$ cat src/rtl/mux_arb_pkg.sv
// mux_arb_pkg: shared types and sizes for the round-robin mux arbiter
package mux_arb_pkg;
   localparam int NUM_REQ = 4;
   localparam int SEL_W   = 2;
   typedef enum logic {ST_IDLE, ST_GRANT} state_t;
   function automatic logic [NUM_REQ-1:0] onehot(input logic [SEL_W-1:0] i);
      return NUM_REQ'(1) << i;
   endfunction
endpackage

$ cat src/rtl/rr_pick4.sv
// rr_pick4: combinational round-robin picker, first request at or after ptr
module rr_pick4
   import mux_arb_pkg::*;
(
   input  logic [NUM_REQ-1:0] i_req,
   input  logic [SEL_W-1:0]   i_ptr,
   output logic               o_found,
   output logic [SEL_W-1:0]   o_idx
);
   // scan downward from the farthest offset so the nearest hit wins
   always_comb begin
      o_found = |i_req;
      o_idx   = i_ptr;
      for (int i = NUM_REQ - 1; i >= 0; i--)
         if (i_req[i_ptr + SEL_W'(i)]) o_idx = i_ptr + SEL_W'(i);
   end
endmodule

$ cat src/rtl/rr_mux_arbiter.sv
// rr_mux_arbiter: 4-way round-robin arbiter with hold limit driving a shared bit mux
module rr_mux_arbiter
   import mux_arb_pkg::*;
#(
   parameter int MAX_HOLD = 4
) (
   input  logic               clk,
   input  logic               rst,
   input  logic [NUM_REQ-1:0] req,
   input  logic [NUM_REQ-1:0] din,
   output logic [NUM_REQ-1:0] gnt,
   output logic [SEL_W-1:0]   sel,
   output logic               busy,
   output logic               y
);
   localparam logic [7:0] HOLD_LAST = 8'(MAX_HOLD - 1);
   state_t             r_state;
   logic [SEL_W-1:0]   r_ptr;
   logic [SEL_W-1:0]   r_sel;
   logic [NUM_REQ-1:0] r_gnt;
   logic               r_busy;
   logic [7:0]         r_hold;
   logic [NUM_REQ-1:0] w_pick_req;
   logic [SEL_W-1:0]   w_pick_ptr;
   logic               w_found;
   logic [SEL_W-1:0]   w_idx;
   logic               w_release;
   logic               w_expire;
   // while granted, search the others starting just past the owner
   always_comb begin
      w_pick_req = (r_state == ST_GRANT) ? (req & ~r_gnt) : req;
      w_pick_ptr = (r_state == ST_GRANT) ? r_sel + SEL_W'(1) : r_ptr;
      w_release  = (r_state == ST_GRANT) && !req[r_sel];
      w_expire   = (r_state == ST_GRANT) && (r_hold >= HOLD_LAST);
   end
   rr_pick4 u_pick (
      .i_req   (w_pick_req),
      .i_ptr   (w_pick_ptr),
      .o_found (w_found),
      .o_idx   (w_idx)
   );
   // FSM: grant from idle, hand over on release or hold expiry, else keep counting
   always_ff @(posedge clk) begin
      if (rst) begin
         r_state <= ST_IDLE;
         r_ptr   <= '0;
         r_sel   <= '0;
         r_gnt   <= '0;
         r_busy  <= 1'b0;
         r_hold  <= '0;
      end else if (r_state == ST_IDLE) begin
         if (w_found) begin
            r_state <= ST_GRANT;
            r_sel   <= w_idx;
            r_gnt   <= onehot(w_idx);
            r_busy  <= 1'b1;
            r_hold  <= '0;
         end
      end else if (w_release || w_expire) begin
         r_hold <= '0;
         if (w_found) begin
            r_ptr <= r_sel + SEL_W'(1);
            r_sel <= w_idx;
            r_gnt <= onehot(w_idx);
         end else if (w_release) begin
            r_ptr   <= r_sel + SEL_W'(1);
            r_state <= ST_IDLE;
            r_gnt   <= '0;
            r_busy  <= 1'b0;
         end
      end else begin
         r_hold <= (r_hold == 8'hFF) ? r_hold : r_hold + 8'd1;
      end
   end
   assign gnt  = r_gnt;
   assign sel  = r_sel;
   assign busy = r_busy;
   assign y    = r_busy & din[r_sel];
endmodule
$ cat config.mk
export PLATFORM = sky130hd
export DESIGN_NAME = rr_mux_arbiter
export DESIGN_NICKNAME = d
export VERILOG_FILES = /design/src/rtl/mux_arb_pkg.sv /design/src/rtl/rr_pick4.sv /design/src/rtl/rr_mux_arbiter.sv
export SDC_FILE = /design/constraint.sdc
export NUM_CORES = 1
export LEC_CHECK = 0
export BUFFER_PORTS_ARGS = -buffer_cell sky130_fd_sc_hd__buf_2
export CAP_MARGIN = 30
export CORE_MARGIN = 5
export CORE_UTILIZATION = 40
export DETAILED_ROUTE_END_ITERATION = 8
export HOLD_SLACK_MARGIN = 0.08
export RECOVER_POWER = 50
export SYNTH_ARGS = -nofsm -noshare
export SYNTH_HDL_FRONTEND = slang
export SYNTH_SLANG_ARGS = --single-unit
export TNS_END_PERCENT = 30
$ cat constraint.sdc
create_clock -name clk -period 6.2 [get_ports clk]
set_input_delay 0.31 -clock clk [delete_from_list [all_inputs] [get_ports clk]]
set_output_delay 0.31 -clock clk [all_outputs]
set_load 0.05 [all_outputs]
# Word level (Yosys, flattened, before mapping)
# Cells that the tools add are included.
[totals] reg_bits=18 inputBits=10 output_inout_bits=8 word_cells=79
[op_classes] add_sub_neg=5 order_cmp=6 eq_ne=5 n_shift=1 n_mux=42 bitwise=3 reduce_logical=11
[op_table] operator="8-bit two-way mux" n=4
[op_table] operator="4-bit two-way mux" n=6
[op_table] operator="2-bit two-way mux" n=10
[op_table] operator="1-bit two-way mux" n=16
[op_table] operator="2-bit by 3-bit less-than comparator with 1-bit output (second input constant)" n=5
[op_table] operator="1-bit binary-select mux with 2-bit select" n=6
[op_table] operator="8-bit by 1-bit adder with 8-bit output (second input constant)" n=1
[op_table] operator="8-bit equality test (second input constant)" n=1
[op_table] operator="8-bit by 2-bit greater-or-equal comparator with 1-bit output (second input constant)" n=1
[op_table] operator="3-bit AND reduction" n=2
[op_table] operator="2-bit by 1-bit adder with 2-bit output (second input constant)" n=2
[op_table] operator="2-bit adder (second input constant)" n=2
[op_table] operator="4-bit bitwise AND" n=1
[op_table] operator="4-bit inverter" n=1
[op_table] operator="4-bit AND reduction" n=1
[op_table] operator="2-bit nonzero test" n=2
[op_table] operator="4-bit OR reduction" n=1
[op_table] operator="1-bit by 2-bit << shifter with 4-bit output (first input constant)" n=1
[op_table] operator="3-bit by 2-bit != test with 1-bit output (second input constant)" n=1
[op_table] operator="3-bit != test (second input constant)" n=1
[op_table] operator="1-bit logical AND" n=2
[op_table] operator="2-bit by 1-bit != test with 1-bit output (second input constant)" n=1
[op_table] operator="2-bit != test (second input constant)" n=1
[op_table] operator="2-bit AND reduction" n=1
[op_table] operator="3 further kinds" n=3

# Longest topological paths before layout
[logic_depth] ltp_word=13 ltp_mapped=8 depth_no_buf=7

# Cells and area by module
# A second synthesis with hierarchy kept.
[hier_totals] hier_cells=127 area_unflattened_um2=1109.8
[modules_own_cells] mod="rr_mux_arbiter" n_inst=1 cells_per_inst=111 area_per_inst_um2=1009.7 seq_area_each_um2=360.3
[modules_own_cells] mod="rr_pick4" n_inst=1 cells_per_inst=16 area_per_inst_um2=100.1 seq_area_each_um2=0.0

# Least setup slack after synthesis
# OpenSTA, ideal clock, no wires.
[synth_path] path_type="reg2reg" startpoint="register r_sel[1], in the netlist sel[1]" endpoint="register r_gnt[2], in the netlist gnt[2]" setup_time_ns=0.059 t_arrival_ns=2.112 required_ns=6.141 path_slack_ns=4.029 stages_incl_launch_ff=9 n_path_buf=2 period_less_slack_ns=2.171 path_cell_list="dfxtp_1 -> buf_2 -> mux2i_1 -> mux2i_1 -> and3_1 -> or2_1 -> buf_6 -> nor4b_1 -> a21o_1"
[synth_via] elab_chain_len=13 elab_cells_between_ends=30 cone_classes="4 x add/sub; 2 x eq/ne; 1 x shift; 19 x mux; 4 x reduce/logical"
[synth_rtl] item="start: declaration" line="rr_mux_arbiter.sv:19" source="logic [SEL_W-1:0] r_sel;"
[synth_rtl] item="start signal: assignment" line="rr_mux_arbiter.sv:54" source="r_sel <= w_idx;"
[synth_rtl] item="start signal: assignment" line="rr_mux_arbiter.sv:63" source="r_sel <= w_idx;"
[synth_rtl] item="2-bit by 1-bit adder with 2-bit output" line="rr_mux_arbiter.sv:32" source="w_pick_ptr = (r_state == ST_GRANT) ? r_sel + SEL_W'(1) : r_ptr;"
[synth_rtl] item="2-bit two-way mux" line="rr_mux_arbiter.sv:32"
[synth_rtl] item="2-bit adder" line="rr_pick4.sv:15" source="if (i_req[i_ptr + SEL_W'(i)]) o_idx = i_ptr + SEL_W'(i);"
[synth_rtl] item="1-bit binary-select mux with 2-bit select" line="rr_pick4.sv:15"
[synth_rtl] item="1-bit two-way mux (implied by the code)" line="rr_pick4.sv:15"
[synth_rtl] item="2-bit two-way mux (4 in series)" line="rr_pick4.sv:15"
[synth_rtl] item="1-bit by 2-bit << shifter with 4-bit output" line="mux_arb_pkg.sv:7" source="return NUM_REQ'(1) << i;"
[synth_rtl] item="4-bit two-way mux" line="rr_mux_arbiter.sv:61" source="if (w_found) begin"
[synth_rtl] item="4-bit two-way mux" line="rr_mux_arbiter.sv:59" source="end else if (w_release || w_expire) begin"
[synth_rtl] item="4-bit two-way mux" line="rr_mux_arbiter.sv:51" source="end else if (r_state == ST_IDLE) begin"
[synth_rtl] item="end signal: assignment" line="rr_mux_arbiter.sv:55" source="r_gnt <= onehot(w_idx);"
[synth_rtl] item="end signal: assignment" line="rr_mux_arbiter.sv:64" source="r_gnt <= onehot(w_idx);"
[synth_rtl] item="end: declaration" line="rr_mux_arbiter.sv:20" source="logic [NUM_REQ-1:0] r_gnt;"
# Several ways; a longest one is shown, not always the timed one. The select of a mux whose other input is x is not followed.
# A chain may end at the register's enable or synchronous reset.

# Worst setup path in the final report
[layout_path] startpoint="register r_state" endpoint="register r_hold[6]"
[layout_via] elab_chain_len=4 elab_cells_between_ends=10 cone_classes="1 x eq/ne; 3 x mux; 6 x reduce/logical"
[layout_rtl] item="start: declaration" line="rr_mux_arbiter.sv:17" source="state_t r_state;"
[layout_rtl] item="start signal: assignment" line="rr_mux_arbiter.sv:45" source="r_state <= ST_IDLE;"
[layout_rtl] item="start signal: assignment" line="rr_mux_arbiter.sv:53" source="r_state <= ST_GRANT;"
[layout_rtl] item="start signal: assignment" line="rr_mux_arbiter.sv:67" source="r_state <= ST_IDLE;"
[layout_rtl] item="4-bit two-way mux, or another cell as far along" line="rr_mux_arbiter.sv:31" source="w_pick_req = (r_state == ST_GRANT) ? (req & ~r_gnt) : req;"
[layout_rtl] item="4-bit OR reduction or 1-bit logical OR (tied branches)" line="rr_pick4.sv:12, rr_mux_arbiter.sv:59"
[layout_rtl] item="2-bit nonzero test (no source line), or another cell as far along"
[layout_rtl] item="2-bit AND reduction (no source line) or 8-bit two-way mux (tied branches)"
[layout_rtl] item="end signal: assignment" line="rr_mux_arbiter.sv:72" source="r_hold <= (r_hold == 8'hFF) ? r_hold : r_hold + 8'd1;"
[layout_rtl] item="end: declaration" line="rr_mux_arbiter.sv:22" source="logic [7:0] r_hold;"
# Several ways; a longest one is shown, not always the timed one.

==> results.md <==
- The flow ran to the end, and the final reports show no timing, DRC or antenna violations.
- Across the routed clock network, the largest skew measured is 0.003318 ns.
- The switching power is 0.0001270 W.
- The final setup TNS is 0 ns.
- For this run the aggregate overflow at the end of global routing stands at 0.
- The maximum achievable frequency is 452.7 MHz.
- Summing every instance area after synthesis gives 1096 um^2.
- The area of the core is 2686 um^2.
- The clock transition at the register clock pins on the worst setup and hold paths after CTS is 0.11 ns.
- The count of input and output buffers is 17.
- The via count is 991.
- The most used flip-flop cell after synthesis is dfxtp_1.
- Of the total power, the share spent switching nets is 0.3883.
- In this run the power density over the cells is 271.3 nW/um^2.
- The maximum number of pins on one net before global-route repair is 22.
- Counting cells, the worst reg-to-reg path comes to 6.
- Setup repair after global routing left no endpoint under its margin.
- The part of the total power dissipated in sequential elements is 0.443.
- The initialized floorplan defines 19 standard-cell rows.
- Measured along the y axis, the die boundary spans 62.35 um.
- Across every metal layer, demand over resource in global routing totals 0.1288.
- The worst setup path is launched from a register.
- The synthesis warning total is 0.
- The average instance in the mapped netlist occupies 8.839 um^2.
- Counting distinct cell types in the post-synthesis netlist gives 51.
- The post-cts repair resize count is 0.
- Of the cells placed in the final design, the portion with a size suffix greater than 1 is 0.1583.
- The worst hold endpoint is sel[0].
- The post-synthesis instance total is 124.
- The critical path is of the register to register type.
- The worst hold path was traced through 2 stages.
- Counting the buffers created by CTS gives 3.
- The via count of the first global-routing pass is 935.
- 18 I/O pins were placed.
- The first routing iteration left 41 violations.
- The total number of nets in the final design is 151.
- The first-pass GRT wire length is 4236 um.
- The die covers 3887 um^2.
- The analysis attributes to cell leakage a power of 0.4882 nW.
- At the worst endpoint, the arrival time is 2.39 ns.
- The class of the tightest hold or removal check is primary input to register.
- The congestion estimate from routability-driven global placement came to 0.9018.
- The initial antenna violation count is 0.
- The internal power is 0.0002000 W.
- In this run the most critical hold path is launched from rst.
- The floorplan step set the die width to 62.35 um.
- The clock network power share is 0.224.
- In the synthesized netlist the async set-or-reset flop fraction comes to 0.
- The share of the yosys chip area belonging to registers is 0.3288.
- The maximum buffer depth of the clock tree is 2.
- The clock latency of the later-clocked register in the worst-skew pair is 0.30 ns.
- In this run, synthesis produced a sequential element count of 18.
- The critical register-to-register path startpoint is r_state.
- STA classifies the critical path endpoint as a register.
- The area added between synthesis and finish is 9.932%.
- The data required time of the critical path is 6.38 ns.
- The number of nets in the synthesized netlist is 135.
- The first detailed-routing pass ran for 4 iterations.
- In this run, synthesis inferred 0 flip-flops with an integrated enable.
- At the pin with the least slew margin, the transition time is 0.7297 ns.
- The max-cap check violation count is 0.
- For this design, the CTS-stage hold fixing added 0 buffers.
- In the routed layout, each cell is associated on average with a via count of 5.829.
- The H-tree depth is 1.
- The DRC violation count after routing is 0.
- The count of nets left with antenna violations once routing finished came out at 0.
- The number of clock sinks is 18.
- The final-report max-slew violation count came to 0.
- The number of antenna diodes in the final layout is 0.
- Setup slack on the worst reg-to-reg path comes out at 3.99 ns.
- The reg-to-reg critical path endpoint is r_hold[6].
- The overall power after layout is 0.0003269 W.
- The routed design could run at a clock period as short as 2.209 ns.
- The total of endpoints with negative setup slack in the final report is 0.
- Of the available clock period, the critical path in the final layout requires 0.3563.
- Hold is met by 0.3470 ns.
- Along the worst path, the maximum fanout reaches 21.
- At the end of the flow the core is filled with cells to 0.4485.
- Detailed placement ended at an HPWL of 1852 um.
- Summed over all layers, the routed wires come to 2423 um.
- Of the total power, combinational logic draws 0.333.
- The worst slew slack as a fraction of its limit is 0.5072.
- IR analysis of the VDD net gives a maximum drop of 0.1677 mV.
- The library cell used most frequently in the layout, excluding fill and tap cells, is dfxtp_1.
- TritonCTS built the clock tree.
- For this configuration, the core starts out at a cell density of 0.4080.
- The clock root buffer is clkbuf_4.
- The post-CTS setup buffer count is 0.
- After detailed routing, the average wire length per cell comes to 14.25 um.
- The library cells used most frequently in the layout, excluding fill and tap cells, are dfxtp_1 (18), nor2_1 (14), buf_2 (10), inv_1 (8).
- The number of hold-slack violations in the final timing report is 0.
area by class of cell:
| cell class | instances | area [um^2] |
|---|---|---|
| sequential | 18 | 360.3 |
| clock buffer | 4 | 36.28 |
| tap | 31 | 38.79 |
| fill | 286 | 1481 |
| multi-input combinational | 92 | 663.1 |
| inverter | 8 | 30.03 |
| timing repair buffer | 17 | 76.32 |
per-stage QoR:
stage | setup WS (ns) | cell area, um^2 | cells
after floorplan | 4.029 | 1096 | 124
after global placement | 4.084 | 1185 | 166
after detailed placement | 4.023 | 1185 | 166
after CTS | 4.010 | 1221 | 170
after global routing | 3.760 | 1205 | 170
final | 3.991 | 1205 | 170
metal layers:
layer	vias to the layer above	wire length [um]	track usage
met4	0	24	0.06366
li1	495	-	-
met1	450	1235	0.1835
met5	-	0	0
met3	4	163	0.03964
met2	42	1000	0.1723
worst max path at each step:
stage                          from         to  slack [ns]  cells past startpoint
after floorplan              sel[1]     gnt[2]        4.03                      8
final                       r_state  r_hold[6]        3.99                      6
after CTS                   r_state     gnt[2]        4.01                      6
after global placement    r_hold[0]     gnt[3]        4.08                      7
after detailed placement    r_state     gnt[2]        4.02                      6
after global routing        r_state  r_hold[6]        3.76                      6
power by group through the flow:
stage / sequential (W) / combinational (W) / clock [W]
2_1_floorplan: 0.000161 / 0.0000738 / 0
3_3_place_gp: 0.000147 / 0.000111 / 0
3_5_place_dp: 0.000147 / 0.000112 / 0
4_1_cts: 0.000145 / 0.000112 / 0.0000771
5_1_grt: 0.000148 / 0.000118 / 0.0000797
6_report: 0.000145 / 0.000109 / 0.0000733
sequential cells by signal, summed over array words and instances, names as in the netlist:
signal	count
gnt	4
r_ptr	2
r_state	1
busy	1
sel	2
r_hold	8
synthesized netlist by cell type (all sizes together), types with 2 or more instances:
master,instances,area share
dfxtp,18,0.33
nor2,15,0.054
inv,8,0.027
mux2i,7,0.064
a21oi,6,0.027
buf,5,0.029
a31oi,4,0.023
nand2,4,0.014
nor2b,4,0.023
a221oi,3,0.030
and3,3,0.017
nand3,3,0.014
a21boi,2,0.014
a21o,2,0.014
a41oi,2,0.016
and2,2,0.011
nand2b,2,0.011
nor3,2,0.014
nor3b,2,0.014
nor4,2,0.025
o211ai,2,0.014
o21ai,2,0.0091
o22ai,2,0.011
worst max-delay path, cell delays in order, from the launching register on:
cell and delay, ns:
dfxtp_1 0.73, inv_1 0.25, o41ai_1 0.21, nand3_1 0.34, and4_1 0.33, a31oi_1 0.17
nor2_1 0.05
kinds of logic (layout without fill, tap and decap cells):
family          count (synthesis)  after routing  share of synthesized area
buf+inv                        14             29                    0.05936
flops                          18             18                     0.3288
xor+xnor                        2              2                    0.01598
simple gates                   45             45                     0.2431
compound gates                 36             36                     0.2568
fa+ha+maj                       1              1                    0.01141
mux                             8              8                    0.08448
(Power assumes the default switching activity.)
